## config.mk

```make
export PLATFORM = sky130hd
export DESIGN_NAME = modular_square_ggg_iter_ctrl
export DESIGN_NICKNAME = d
export VERILOG_FILES = /design/src/rtl/modular_square_ggg_iter_ctrl.sv
export SDC_FILE = /design/constraint.sdc
export NUM_CORES = 1
export LEC_CHECK = 0
export ABC_AREA = 1
export ABC_CLOCK_PERIOD_IN_PS = 3700
export CORE_MARGIN = 2
export CORE_UTILIZATION = 35
export CTS_CLUSTER_SIZE = 14
export DETAILED_ROUTE_END_ITERATION = 10
export PLACE_DENSITY_LB_ADDON = 0.3
export SYNTH_ARGS = -nofsm -noshare
export SYNTH_HDL_FRONTEND = slang
export SYNTH_SLANG_ARGS = --single-unit
```

## constraint.sdc

```tcl
create_clock -name clk -period 3.7 [get_ports clk]
set_clock_uncertainty 0.1 [all_clocks]
set_input_delay 0.37 -clock clk [delete_from_list [all_inputs] [get_ports clk]]
set_output_delay 0.37 -clock clk [all_outputs]
set_load 0.01 [all_outputs]
```

## src/rtl/modular_square_ggg_iter_ctrl.sv

```systemverilog
// -----------------------------------------------------------------------------
// modular_square_ggg_iter_ctrl
//
// Iteration sequencer for the GGG modular-squaring loop. Loads the seed once
// (load_sq_in + ce), then raises ce once every PIPE_DEPTH cycles so the final
// stage captures each new accumulator sum. It counts completed squarings
// against the N captured at start, and holds done until result_ack.
// Control only: no data word passes through this block.
//
// Optional feature macro: MODSQ_ITER_CTRL_CKPT_EN
//   When defined, a CKPT_LOG2-bit counter advances on every RUN ce. Each wrap
//   to 0 produces a one-cycle ckpt_valid pulse, aligned with the iter_count
//   update. When undefined, ckpt_valid is constant 0.
//
// Parameters
//   PIPE_DEPTH    cycles per squaring (>= 1)
//   ITER_CNT_LEN  width of the iteration counters
//   CKPT_LOG2     checkpoint interval is 2**CKPT_LOG2 iterations (>= 1)
//
// Ports
//   clk         clock
//   rst_n       asynchronous active-low reset
//   start       request a run (sampled only in IDLE)
//   num_iter    number of squarings, captured when start is accepted
//   abort       synchronous cancel from any state
//   result_ack  consumer acknowledges done
//   load_sq_in  registered; selects the seed path in the final stage
//   ce          registered; capture enable for the final stage
//   busy        registered; high in LOAD and RUN
//   done        registered; high in DONE
//   iter_count  registered; squarings completed in the current run
//   ckpt_valid  registered; one-cycle checkpoint pulse
// -----------------------------------------------------------------------------
module modular_square_ggg_iter_ctrl #(
   parameter int PIPE_DEPTH   = 8,
   parameter int ITER_CNT_LEN = 64,
   parameter int CKPT_LOG2    = 20
) (
   input  logic                    clk,
   input  logic                    rst_n,
   input  logic                    start,
   input  logic [ITER_CNT_LEN-1:0] num_iter,
   input  logic                    abort,
   input  logic                    result_ack,
   output logic                    load_sq_in,
   output logic                    ce,
   output logic                    busy,
   output logic                    done,
   output logic [ITER_CNT_LEN-1:0] iter_count,
   output logic                    ckpt_valid
);

   localparam int PH_W = (PIPE_DEPTH > 1) ? $clog2(PIPE_DEPTH) : 1;
   localparam logic [PH_W-1:0] PH_LAST = PH_W'(PIPE_DEPTH - 1);

   if (PIPE_DEPTH < 1 || CKPT_LOG2 < 1) begin : g_bad_param
      $error("modular_square_ggg_iter_ctrl: PIPE_DEPTH and CKPT_LOG2 must be >= 1");
   end

   typedef enum logic [1:0] {
      S_IDLE,
      S_LOAD,
      S_RUN,
      S_DONE
   } state_e;

   state_e                  state_q, state_d;
   logic [PH_W-1:0]         phase_q, phase_d;
   logic [ITER_CNT_LEN-1:0] n_q, n_d;
   logic [ITER_CNT_LEN-1:0] iter_q, iter_d;
   logic [ITER_CNT_LEN-1:0] iter_inc;
   logic                    load_q, load_d;
   logic                    ce_q, ce_d;
   logic                    busy_q, busy_d;
   logic                    done_q, done_d;
   logic                    run_wrap;   // RUN cycle in which the stage captures

   // iter_q never exceeds n_q, so the increment cannot overflow even when
   // N = 2**ITER_CNT_LEN - 1.
   assign iter_inc = iter_q + 1'b1;
   assign run_wrap = (state_q == S_RUN) && (phase_q == PH_LAST);

   // State and registered outputs
   always_ff @(posedge clk or negedge rst_n) begin
      if (!rst_n) begin
         state_q <= S_IDLE;
         phase_q <= '0;
         n_q     <= '0;
         iter_q  <= '0;
         load_q  <= 1'b0;
         ce_q    <= 1'b0;
         busy_q  <= 1'b0;
         done_q  <= 1'b0;
      end else begin
         // NOTE: non-blocking assignments keep every flop sampling the
         // pre-edge values, independent of statement order.
         state_q <= state_d;
         phase_q <= phase_d;
         n_q     <= n_d;
         iter_q  <= iter_d;
         load_q  <= load_d;
         ce_q    <= ce_d;
         busy_q  <= busy_d;
         done_q  <= done_d;
      end
   end

   // Next-state logic
   always_comb begin
      // NOTE: defaults first so every path assigns every signal; otherwise
      // synthesis infers latches.
      state_d = state_q;
      phase_d = phase_q;
      n_d     = n_q;
      iter_d  = iter_q;
      if (abort) begin
         state_d = S_IDLE;
         phase_d = '0;
         iter_d  = '0;
      end else begin
         unique case (state_q)
            S_IDLE: begin
               if (start) begin
                  n_d     = num_iter;
                  iter_d  = '0;
                  phase_d = '0;
                  state_d = S_LOAD;
               end
            end
            S_LOAD: state_d = (n_q == '0) ? S_DONE : S_RUN;
            S_RUN: begin
               if (phase_q == PH_LAST) begin
                  phase_d = '0;
                  iter_d  = iter_inc;
                  if (iter_inc == n_q) state_d = S_DONE;
               end else begin
                  phase_d = phase_q + 1'b1;
               end
            end
            S_DONE: if (result_ack) state_d = S_IDLE;
            default: state_d = S_IDLE;
         endcase
      end
   end

   // Outputs are decoded from the next state so they appear registered in the
   // same cycle the state register enters that state.
   always_comb begin
      load_d = (state_d == S_LOAD);
      ce_d   = load_d || ((state_d == S_RUN) && (phase_d == PH_LAST));
      busy_d = (state_d == S_LOAD) || (state_d == S_RUN);
      done_d = (state_d == S_DONE);
   end

`ifdef MODSQ_ITER_CTRL_CKPT_EN
   logic [CKPT_LOG2-1:0] ckpt_q, ckpt_d;
   logic                 ckpt_valid_q, ckpt_valid_d;

   // Advances on each RUN capture; the pulse lands with the iter_count update.
   always_comb begin
      ckpt_d       = ckpt_q;
      ckpt_valid_d = 1'b0;
      if (abort || (state_q == S_IDLE && start)) begin
         ckpt_d = '0;
      end else if (run_wrap) begin
         ckpt_d       = ckpt_q + 1'b1;
         ckpt_valid_d = &ckpt_q;
      end
   end

   always_ff @(posedge clk or negedge rst_n) begin
      if (!rst_n) begin
         ckpt_q       <= '0;
         ckpt_valid_q <= 1'b0;
      end else begin
         ckpt_q       <= ckpt_d;
         ckpt_valid_q <= ckpt_valid_d;
      end
   end

   assign ckpt_valid = ckpt_valid_q;
`else
   logic unused_run_wrap;
   assign unused_run_wrap = run_wrap;
   assign ckpt_valid      = 1'b0;
`endif

   assign load_sq_in = load_q;
   assign ce         = ce_q;
   assign busy       = busy_q;
   assign done       = done_q;
   assign iter_count = iter_q;

endmodule

```

==> results of run 1 <==
cell type report:
cell class                      instances  area [um2]
Sequential cell                       137        3430
Multi-Input combinational cell        879        4880
Timing Repair Buffer                  144        1450
Inverter                              137         514
Clock inverter                          8        96.3
Clock buffer                           24         462
Fill cell                            2526       13800
Tap cell                              330         413
sequential cells by signal, indices dropped and copies added, names as in the netlist:
register	flops
iter_count	64
n_q	64
phase_q	3
state_q	2
busy	1
ce	1
done	1
load_sq_in	1
stage by stage:
| stage | area, um2 | instances |
|---|---|---|
| 2_1_floorplan | 8880 | 1176 |
| 3_3_place_gp | 10700 | 1626 |
| 6_report | 11200 | 1659 |
| 3_5_place_dp | 10700 | 1626 |
| 4_1_cts | 11200 | 1659 |
| 5_1_grt | 11200 | 1659 |
cell usage after synthesis (all sizes together):
library cell    n
nor3            1
inv           134
nand2         349
dfrtp         137
clkbuf         22
o21ai          36
mux2           37
buf             1
xnor3          15
nor2          189
conb            1
ha              6
a211oi          1
nor4           16
o22ai          46
nand4          11
xor3            3
a21oi          33
nand3b         15
clkinv          3
xor2           29
nand3          87
a41o            1
and2            1
a2111oi         1
xnor2           1
logic make-up after synthesis:
kind of cell,after synthesis,share of synthesized area
AOI/OAI and AO/OA,118,0.0746
xor gates and xnor gates,48,0.0773
adders and majority gates,6,0.00845
buffers and inverters,160,0.0680
DFF,137,0.386
muxes,37,0.0469
other,1,0.000422
and+or+nand+nor,669,0.338
worst min path at each step:
| stage | start | end | slack (ps) | depth (start not counted) |
|---|---|---|---|---|
| CTS | num_iter[2] | n_q[2] | 400 | 3 |
| global route | num_iter[8] | n_q[8] | 430 | 3 |
| detailed placement | rst_n | n_q[49] | 390 | 1 |
| floorplan | rst_n | busy | -30 | 0 |
| global placement | rst_n | n_q[50] | 390 | 1 |
| finish | phase_q[0] | phase_q[0] | 400 | 1 |
repair_timing:
action,4_1_cts,5_1_grt
hold endpoints to repair,81,0
gates resized for setup,0,0
hold buffers,1,0
routing by layer:
metal | up-vias | part of all wire | global-route usage
li1 | 4091 | - | -
met1 | 4108 | 0.47 | 0.324
met2 | 301 | 0.44 | 0.350
met3 | 43 | 0.068 | 0.0427
met4 | 0 | 0.022 | 0.0821
met5 | - | 0 | 0
where the power goes:
| part | internal [mW] | switching (mW) | leakage, nW |
|---|---|---|---|
| logic | 0.566 | 0.518 | 2.79 |
| clock network | 1.01 | 0.682 | 0.272 |
| registers | 1.78 | 0.296 | 1.74 |
| total | 3.35 | 1.50 | 4.80 |
worst register-to-register path, cell delays in order (launching register included):
cell and delay [ps]:
dfrtp_1 430, ha_1 240, nand2_1 120, nor2_4 160
nand2_4 90, nor2_2 290, xor2_1 310, xor2_1 180
nand2_1 70, nor2_1 140, nand3_1 170, nor2_1 230
nand3_2 150, nand2_1 80, nand2_1 50, ha_1 190
a41o_1 180
==> qor.yml, run 1 <==
routing:
  wl_mm: 29.9
  drc: 0
  first_pass_iters: 5
  routedWlPerCell_um: 18.0
  vias_per_cell: 5.15
  vias: 8543
  ant_nets: 0
  drtIter0Drc: 702
sta:
  slew_violations: 0
  finalWorstSetupSlack_ps: 411
  setup_violations: 0
  max_slew_margin: 0.443
  tightest_slew_ps: 835
  fmax_ghz: 0.304
  fin_crit_sh: 0.889
  holdWs_ps: 400
  period_minus_slack_ps: 3290
  finalHoldViolCount: 0
  rsz0062_at_grt: "false"
  finalSetupTns_ps: 0
logic_synthesis:
  yosys-top-cells-area: "dfrtp_1, nand2_1, nor2_1"
  ys_types: 36
  synth_area_per_cell_um2: 7.56
  seq_area_frac_synth: 0.386
  syn_nets: 1251
  yosysTopAreaCell: "dfrtp_1"
  yosys.area.top_type_share: 0.386
  ys_ff_latch: 137
  synth_area_mm2: 0.00888
  syn_inst: 1176
  ys.warnings.count: 0
clocking:
  cts_buffer_depth: 2
  path_clk_slew_ps: 60
  cts_tree: "done"
  clkSinkCount: 137
  cts-root-buf: "clkbuf_16"
  clkLatencyLatePin_ps: 440
  cts_max_level: 4
  postCtsSetupBuffers: 0
  cts_made_buffers: 17
worst_setup_path:
  cp-end-kind: "flip-flop"
  path_delay_family: "simple AND/OR/NAND/NOR gates"
  worstSetupPathType: "flip-flop to flip-flop"
  worstPathArrival_ps: 3510
  reg2regPathDepth: 16
  critical_path_required_ps: 3920
  r2r_setup_slack_ps: 410
  cp_common_cell: "nand2_1"
  setup.worst_path.end: "ce"
  cp-start-kind: "flip-flop"
  crit_path_top_delay_cell: "dfrtp_1"
  crit_cells: 16
  reg2reg_to: "ce"
  r2r_start: "iter_count[0]"
  cp_cell_sequence: "ha_1 -> nand2_1 -> nor2_4 -> nand2_4 -> nor2_2 -> xor2_1 -> xor2_1 -> nand2_1 -> nor2_1 -> nand3_1 -> nor2_1 -> nand3_2 -> nand2_1 -> nand2_1 -> ha_1 -> a41o_1"
  worstSetupStartpoint: "iter_count[0]"
  crit_buf_inv: 0
  cp_slowest_stage_delay_ps: 430
  crit_fanout: 5
floorplanning:
  dieWidth_um: 163
  start_util: 0.355
  pin_count: 138
  die_area_mm2: 0.0267
  die_h_um: 163
  row_count: 58
  core_area_mm2: 0.0250
global_route:
  grt_pass1_wl_mm: 46.3
  grt.overflow.total: 0
  antenna_found_initial: 1
  grt_max_degree: 83
  grt_pass1_vias: 8309
  track_usage: 0.229
placement:
  portBuffers: 136
  dp_hpwl_mm: 22.8
  pre_cts_slack_ps: 444
  place_congestion: 0.976
power_and_ir_drop:
  ir_drop_v: 0.000217
  power.leakage_nw: 4.80
  power.density_mw_per_mm2: 432
  power.total_mw: 4.85
layout:
  final_cell_mix: "nand2_1, nor2_1, dfrtp_1"
  syn2layout_area_growth_pct: 26.5
  n_antenna_cell: 0
  final_common_cell: "nand2_1"
  fin_nets: 1391
  utilization: 0.449
  drive_gt1_frac: 0.101
outcome:
  status: "complete, no violations"
hold_path:
  hold_path.class: "flip-flop to flip-flop"
run:
  cap_violations: 0
No activity file was read; power rests on OpenSTA's default activity.
==> inputs of run 2 (changes only) <==
--- a/config.mk
+++ b/config.mk
@@ -8,7 +8,7 @@
 export ABC_AREA = 1
 export ABC_CLOCK_PERIOD_IN_PS = 3700
 export CORE_MARGIN = 2
-export CORE_UTILIZATION = 35
+export CORE_UTILIZATION = 45
 export CTS_CLUSTER_SIZE = 14
 export DETAILED_ROUTE_END_ITERATION = 10
 export PLACE_DENSITY_LB_ADDON = 0.3
==> qor.yml, run 2 (synthesis gave the netlist of run 1 again) <==
worst_setup_path:
  reg2regPathDepth: 16  # unchanged
  worstPathArrival_ps: 3500  # about the same
  worstSetupPathType: "flip-flop to flip-flop"
  cp-end-kind: "flip-flop"
  worstSetupStartpoint: "iter_count[0]"
  critical_path_required_ps: 3920  # about the same
  reg2reg_to: "ce"
  setup.worst_path.end: "ce"
  crit_fanout: 9  # +4
  r2r_setup_slack_ps: 420  # about the same
  r2r_start: "iter_count[0]"
  cp-start-kind: "flip-flop"
power_and_ir_drop:
  power.leakage_nw: 4.78  # -0.48%
  swShare: 0.306  # -0.00236
  pwr-share-seq: 0.429  # about the same
  p_int_mw: 3.35  # about the same
  p_comb_frac: 0.222  # -0.002
  p_sw_mw: 1.48  # -1.2%
  clkPwrFrac: 0.349  # about the same
  power.density_mw_per_mm2: 433  # +0.43%
  ir_drop_v: 0.000289  # +34%
layout:
  multiInputGateArea_mm2: 0.00488  # +0.10%
  final_common_cell: "nand2_1"
  n_antenna_cell: 0  # unchanged
  fin_nets: 1388  # -0.22%
  fillers: 1834  # -27%
  drive_gt1_frac: 0.102  # +0.000982
  syn2layout_area_growth_pct: 25.4
  regArea_mm2: 0.00343  # unchanged
  final_cell_mix: "nand2_1, nor2_1, dfrtp_1"
  final_area_mm2: 0.0111  # -0.86%
routing:
  vias_per_cell: 5.24  # +1.7%
  drtIter0Drc: 696  # -0.85%
  routedWlPerCell_um: 17.6  # -2.1%
  wl_mm: 28.1  # -6.1%
  first_pass_iters: 5  # unchanged
  routed.top_layer: "met4"
  wl_met1_mm: 12.6  # -9.9%
  ant_nets: 0  # unchanged
  vias: 8333  # -2.5%
  wl_met2_mm: 12.9  # -2.4%
  wl_met3_mm: 1.88  # -7.9%
  drc: 0  # unchanged
sta:
  slew_violations: 0  # unchanged
  fin_crit_sh: 0.887  # -0.00225
  period_minus_slack_ps: 3280  # -8.32 ps
  fmax_ghz: 0.305  # +0.25%
  rsz0062_at_grt: "false"
  finalHoldViolCount: 0  # unchanged
  tightest_slew_ps: 852  # +16.9 ps
  max_slew_margin: 0.427  # -0.0165
  finalSetupTns_ps: 0  # unchanged
  setup_violations: 0  # unchanged
global_route:
  grt.overflow.total: 0  # unchanged
  antenna_found_initial: 0  # -1
  grt_pass1_wl_mm: 44.0  # -5.0%
  track_usage: 0.279  # +0.0496
  grt_pass1_vias: 8104  # -2.5%
  grt_max_degree: 86  # +3.6%
placement:
  dp_hpwl_mm: 21.5  # -5.9%
  place_congestion: 0.971  # -0.51%
  portBuffers: 136  # unchanged
  placed_cell_area_mm2: 0.0106  # -1.0%
floorplanning:
  dieWidth_um: 145  # -12%
  row_count: 51  # -12%
  core_area_mm2: 0.0194  # -23%
  die_h_um: 145  # -12%
  start_util: 0.458  # +0.103
  pin_count: 138  # unchanged
  die_area_mm2: 0.0209  # -22%
outcome:
  status: "complete, no violations"
clocking:
  cts-root-buf: "clkbuf_16"
  clkSinkCount: 137  # unchanged
  cts_made_buffers: 17  # unchanged
  clkLatencyLatePin_ps: 430  # about the same
  cts_max_level: 4  # unchanged
  cts_buffer_depth: 2  # unchanged
  path_clk_slew_ps: 60  # about the same
  cts_tree: "done"
hold_path:
  hold_path.class: "flip-flop to flip-flop"
run:
  cap_violations: 0  # unchanged
run 2: cell count changes in the layout (fill, tap and decap cells not counted), sizes merged:
cell and delta:
clkbuf -3, inv +1, clkinvlp +3, clkinv -1
buf -3
run 2: how the worst min path moves through the flow:
stage / to / cells after the start / from
final: phase_q[0] / 1 / phase_q[0]
after global routing: n_q[8] / 3 / num_iter[8]
after floorplan: busy / 0 / rst_n
after detailed placement: n_q[11] / 1 / rst_n
after CTS: phase_q[0] / 1 / phase_q[0]
after global placement: n_q[6] / 1 / rst_n
run 2: power by group through the flow:
| stage | Clock (mW) | Combinational [mW] | Sequential, mW |
|---|---|---|---|
| 2_1_floorplan | 0 | 0.768 | 1.99 |
| 3_3_place_gp | 0 | 1.05 | 2.08 |
| 3_5_place_dp | 0 | 1.07 | 2.09 |
| 4_1_cts | 1.71 | 1.07 | 2.07 |
| 5_1_grt | 1.77 | 1.20 | 2.11 |
| 6_report | 1.68 | 1.07 | 2.07 |
run 2: area by class of cell:
cell class / instances / share of cell area
timing repair buffer: 141 / 0.127
sequential: 137 / 0.308
clock buffer: 21 / 0.0404
tap: 265 / 0.0298
inverter: 137 / 0.0461
clock inverter: 11 / 0.0110
multi-input combinational: 879 / 0.438
run 2: metal layers:
metal	GRT usage	vias up
met5	0	-
met1	0.390	3884
met4	0.0899	0
li1	-	4087
met3	0.0464	42
met2	0.444	320
run 2: worst max-delay path: stages, from the launching register on:
cell     delay, ps
dfrtp_1        440
ha_1           230
nand2_1        120
nor2_4         180
nand2_4        100
nor2_4         290
nand2_1        140
nor2_1         290
xor3_1         280
nor2_1         120
nand3_1        120
nor2_2         130
nand3_2        130
nand2_1         90
nand2_1         50
ha_1           190
a41o_1         180
run 2: timing repair:
action,in CTS,in global routing
setup buffers,0,0
hold buffers,1,0
hold endpoints to repair,84,0
resized for setup,0,0
endpoints found under the setup margin,0,0
run 2: metrics by stage:
stage | power [mW] | worst slack, ps | util | cells | hold slack [ps]
after global routing | 5.08 | 246 | 0.574 | 1591 | 431
after CTS | 4.85 | 471 | 0.574 | 1591 | 403
after global placement | 3.13 | 580 | 0.544 | 1558 | 386
after floorplan | 2.76 | 1010 | - | 1176 | -25.6
final | 4.83 | 419 | 0.574 | 1591 | 403
after detailed placement | 3.16 | 500 | 0.544 | 1558 | 392
==> inputs of run 3 (changes only) <==
--- a/config.mk
+++ b/config.mk
@@ -8,7 +8,7 @@
 export ABC_AREA = 1
 export ABC_CLOCK_PERIOD_IN_PS = 3700
 export CORE_MARGIN = 2
-export CORE_UTILIZATION = 45
+export CORE_UTILIZATION = 55
 export CTS_CLUSTER_SIZE = 14
 export DETAILED_ROUTE_END_ITERATION = 10
 export PLACE_DENSITY_LB_ADDON = 0.3
==> qor.yml, run 3 (synthesis gave the netlist of run 1 again) <==
placement:
  portBuffers: 136  # unchanged
  place_congestion: 1.00  # +3.1%
  dp_hpwl_mm: 21.0  # -2.4%
global_route:
  track_usage: 0.336  # +0.0569
  grt_pass1_wl_mm: 44.8  # +1.8%
  grt.overflow.total: 0  # unchanged
  antenna_found_initial: 0  # unchanged
  grt_pass1_vias: 8380  # +3.4%
  grt_max_degree: 82  # -4.7%
routing:
  wl_mm: 27.9  # -0.51%
  vias_per_cell: 5.60  # +6.9%
  drc: 0  # unchanged
  routedWlPerCell_um: 18.1  # +2.5%
  ant_nets: 0  # unchanged
  first_pass_iters: 5  # unchanged
  vias: 8647  # +3.8%
  drtIter0Drc: 967  # +39%
floorplanning:
  start_util: 0.561  # +0.103
  row_count: 46  # -9.8%
  dieWidth_um: 131  # -9.3%
  core_area_mm2: 0.0158  # -18%
  die_h_um: 131  # -9.3%
  die_area_mm2: 0.0172  # -18%
  pin_count: 138  # unchanged
clocking:
  cts_tree: "done"
  cts_buffer_depth: 2  # unchanged
  cts-root-buf: "clkbuf_16"
  path_clk_slew_ps: 60  # about the same
  clkLatencyLatePin_ps: 440  # about the same
  cts_made_buffers: 17  # unchanged
  clkSinkCount: 137  # unchanged
  cts_max_level: 4  # unchanged
layout:
  drive_gt1_frac: 0.105  # +0.00361
  fin_nets: 1390  # +0.14%
  syn2layout_area_growth_pct: 26.0
  n_antenna_cell: 0  # unchanged
  fillers: 1300  # -29%
  utilization: 0.707  # +0.133
  final_cell_mix: "nand2_1, nor2_1, dfrtp_1"
  final_common_cell: "nand2_1"
worst_setup_path:
  cp-end-kind: "flip-flop"
  critical_path_required_ps: 3930  # about the same
  worstPathArrival_ps: 3500  # about the same
  cp-start-kind: "flip-flop"
  crit_fanout: 9  # unchanged
  worstSetupPathType: "flip-flop to flip-flop"
sta:
  max_slew_margin: 0.450  # +0.0227
  fin_crit_sh: 0.884  # -0.00271
  setup_violations: 0  # unchanged
  finalSetupTns_ps: 0  # unchanged
  finalHoldViolCount: 0  # unchanged
  slew_violations: 0  # unchanged
  period_minus_slack_ps: 3270  # -10.0 ps
  rsz0062_at_grt: "false"
  fmax_ghz: 0.306  # +0.31%
  tightest_slew_ps: 818  # -33.7 ps
hold_path:
  hold_path.class: "primary input to flip-flop"
power_and_ir_drop:
  ir_drop_v: 0.000446  # +54%
  power.density_mw_per_mm2: 457  # +5.3%
  power.leakage_nw: 4.84  # +1.3%
outcome:
  status: "complete, no violations"
run:
  cap_violations: 0  # unchanged
run 3: cell types whose count changed in the layout (fill, tap and decap cells not counted):
cell / delta
clkbuf_1: -3
clkbuf_8: +1
inv_6: +1
clkinvlp_4: -3
clkinv_2: -2
bufinv_16: +3
buf_4: +2
clkinv_4: +3
run 3: layout make-up:
cell class	count	area, um2	area share
Timing Repair Buffer	143	1430	0.128
Clock inverter	13	215	0.0192
Inverter	137	514	0.0459
Clock buffer	19	453	0.0405
Sequential cell	137	3430	0.306
Tap cell	216	270	0.0241
Multi-Input combinational cell	879	4880	0.436
run 3: routing by layer:
layer,global-route usage,vias up,wire length [um]
met1,0.455,4076,11700
met2,0.512,403,12700
met3,0.0903,61,2460
met5,0,-,0
li1,-,4107,-
met4,0.141,0,1060
run 3: report_power, final:
part	switching, mW	internal [mW]	total (mW)
Clock	0.710	1.24	1.95
Sequential	0.291	1.78	2.07
Combinational	0.525	0.564	1.09
Total	1.53	3.59	5.11
run 3: through the flow:
stage	setup WS [ps]	hold slack, ps	area (um2)	total power [mW]	std cells
after CTS	458	389	11200	5.12	1544
after global placement	619	364	10500	3.13	1511
after global routing	152	430	11200	5.35	1544
after floorplan	1010	-25.6	8880	2.76	1176
after detailed placement	510	366	10500	3.16	1511
final	429	401	11200	5.11	1544
run 3: worst max-delay path, cell delays in order, from the launching register on:
cell	delay, ps
dfrtp_1	440
ha_1	240
nand2_1	120
nor2_4	150
nand2_4	90
nor2_4	270
nand3_1	140
nand3b_1	180
nand2_1	90
nor2_1	100
nand2_1	60
nor2_1	100
nand2_1	110
nor2_1	250
nand3_2	170
nand2_1	100
nand2_1	60
ha_1	200
a41o_1	180
run 3: repair_timing:
action                    in CTS  in global routing
hold endpoints to repair      80                  0
hold buffers                   1                  0
buffers inserted               0                  0
gates resized for setup        0                  0
run 3: final timing paths:
check,from,endpoint,slack [ps],cells after the start
max,iter_count[1],ce,430,18
min reg2reg,phase_q[0],phase_q[0],410,1
max in group asynchronous,rst_n,iter_count[62],2270,3
max reg2reg,iter_count[1],ce,430,18
min in group asynchronous,rst_n,n_q[19],450,2
min,num_iter[5],n_q[5],400,3
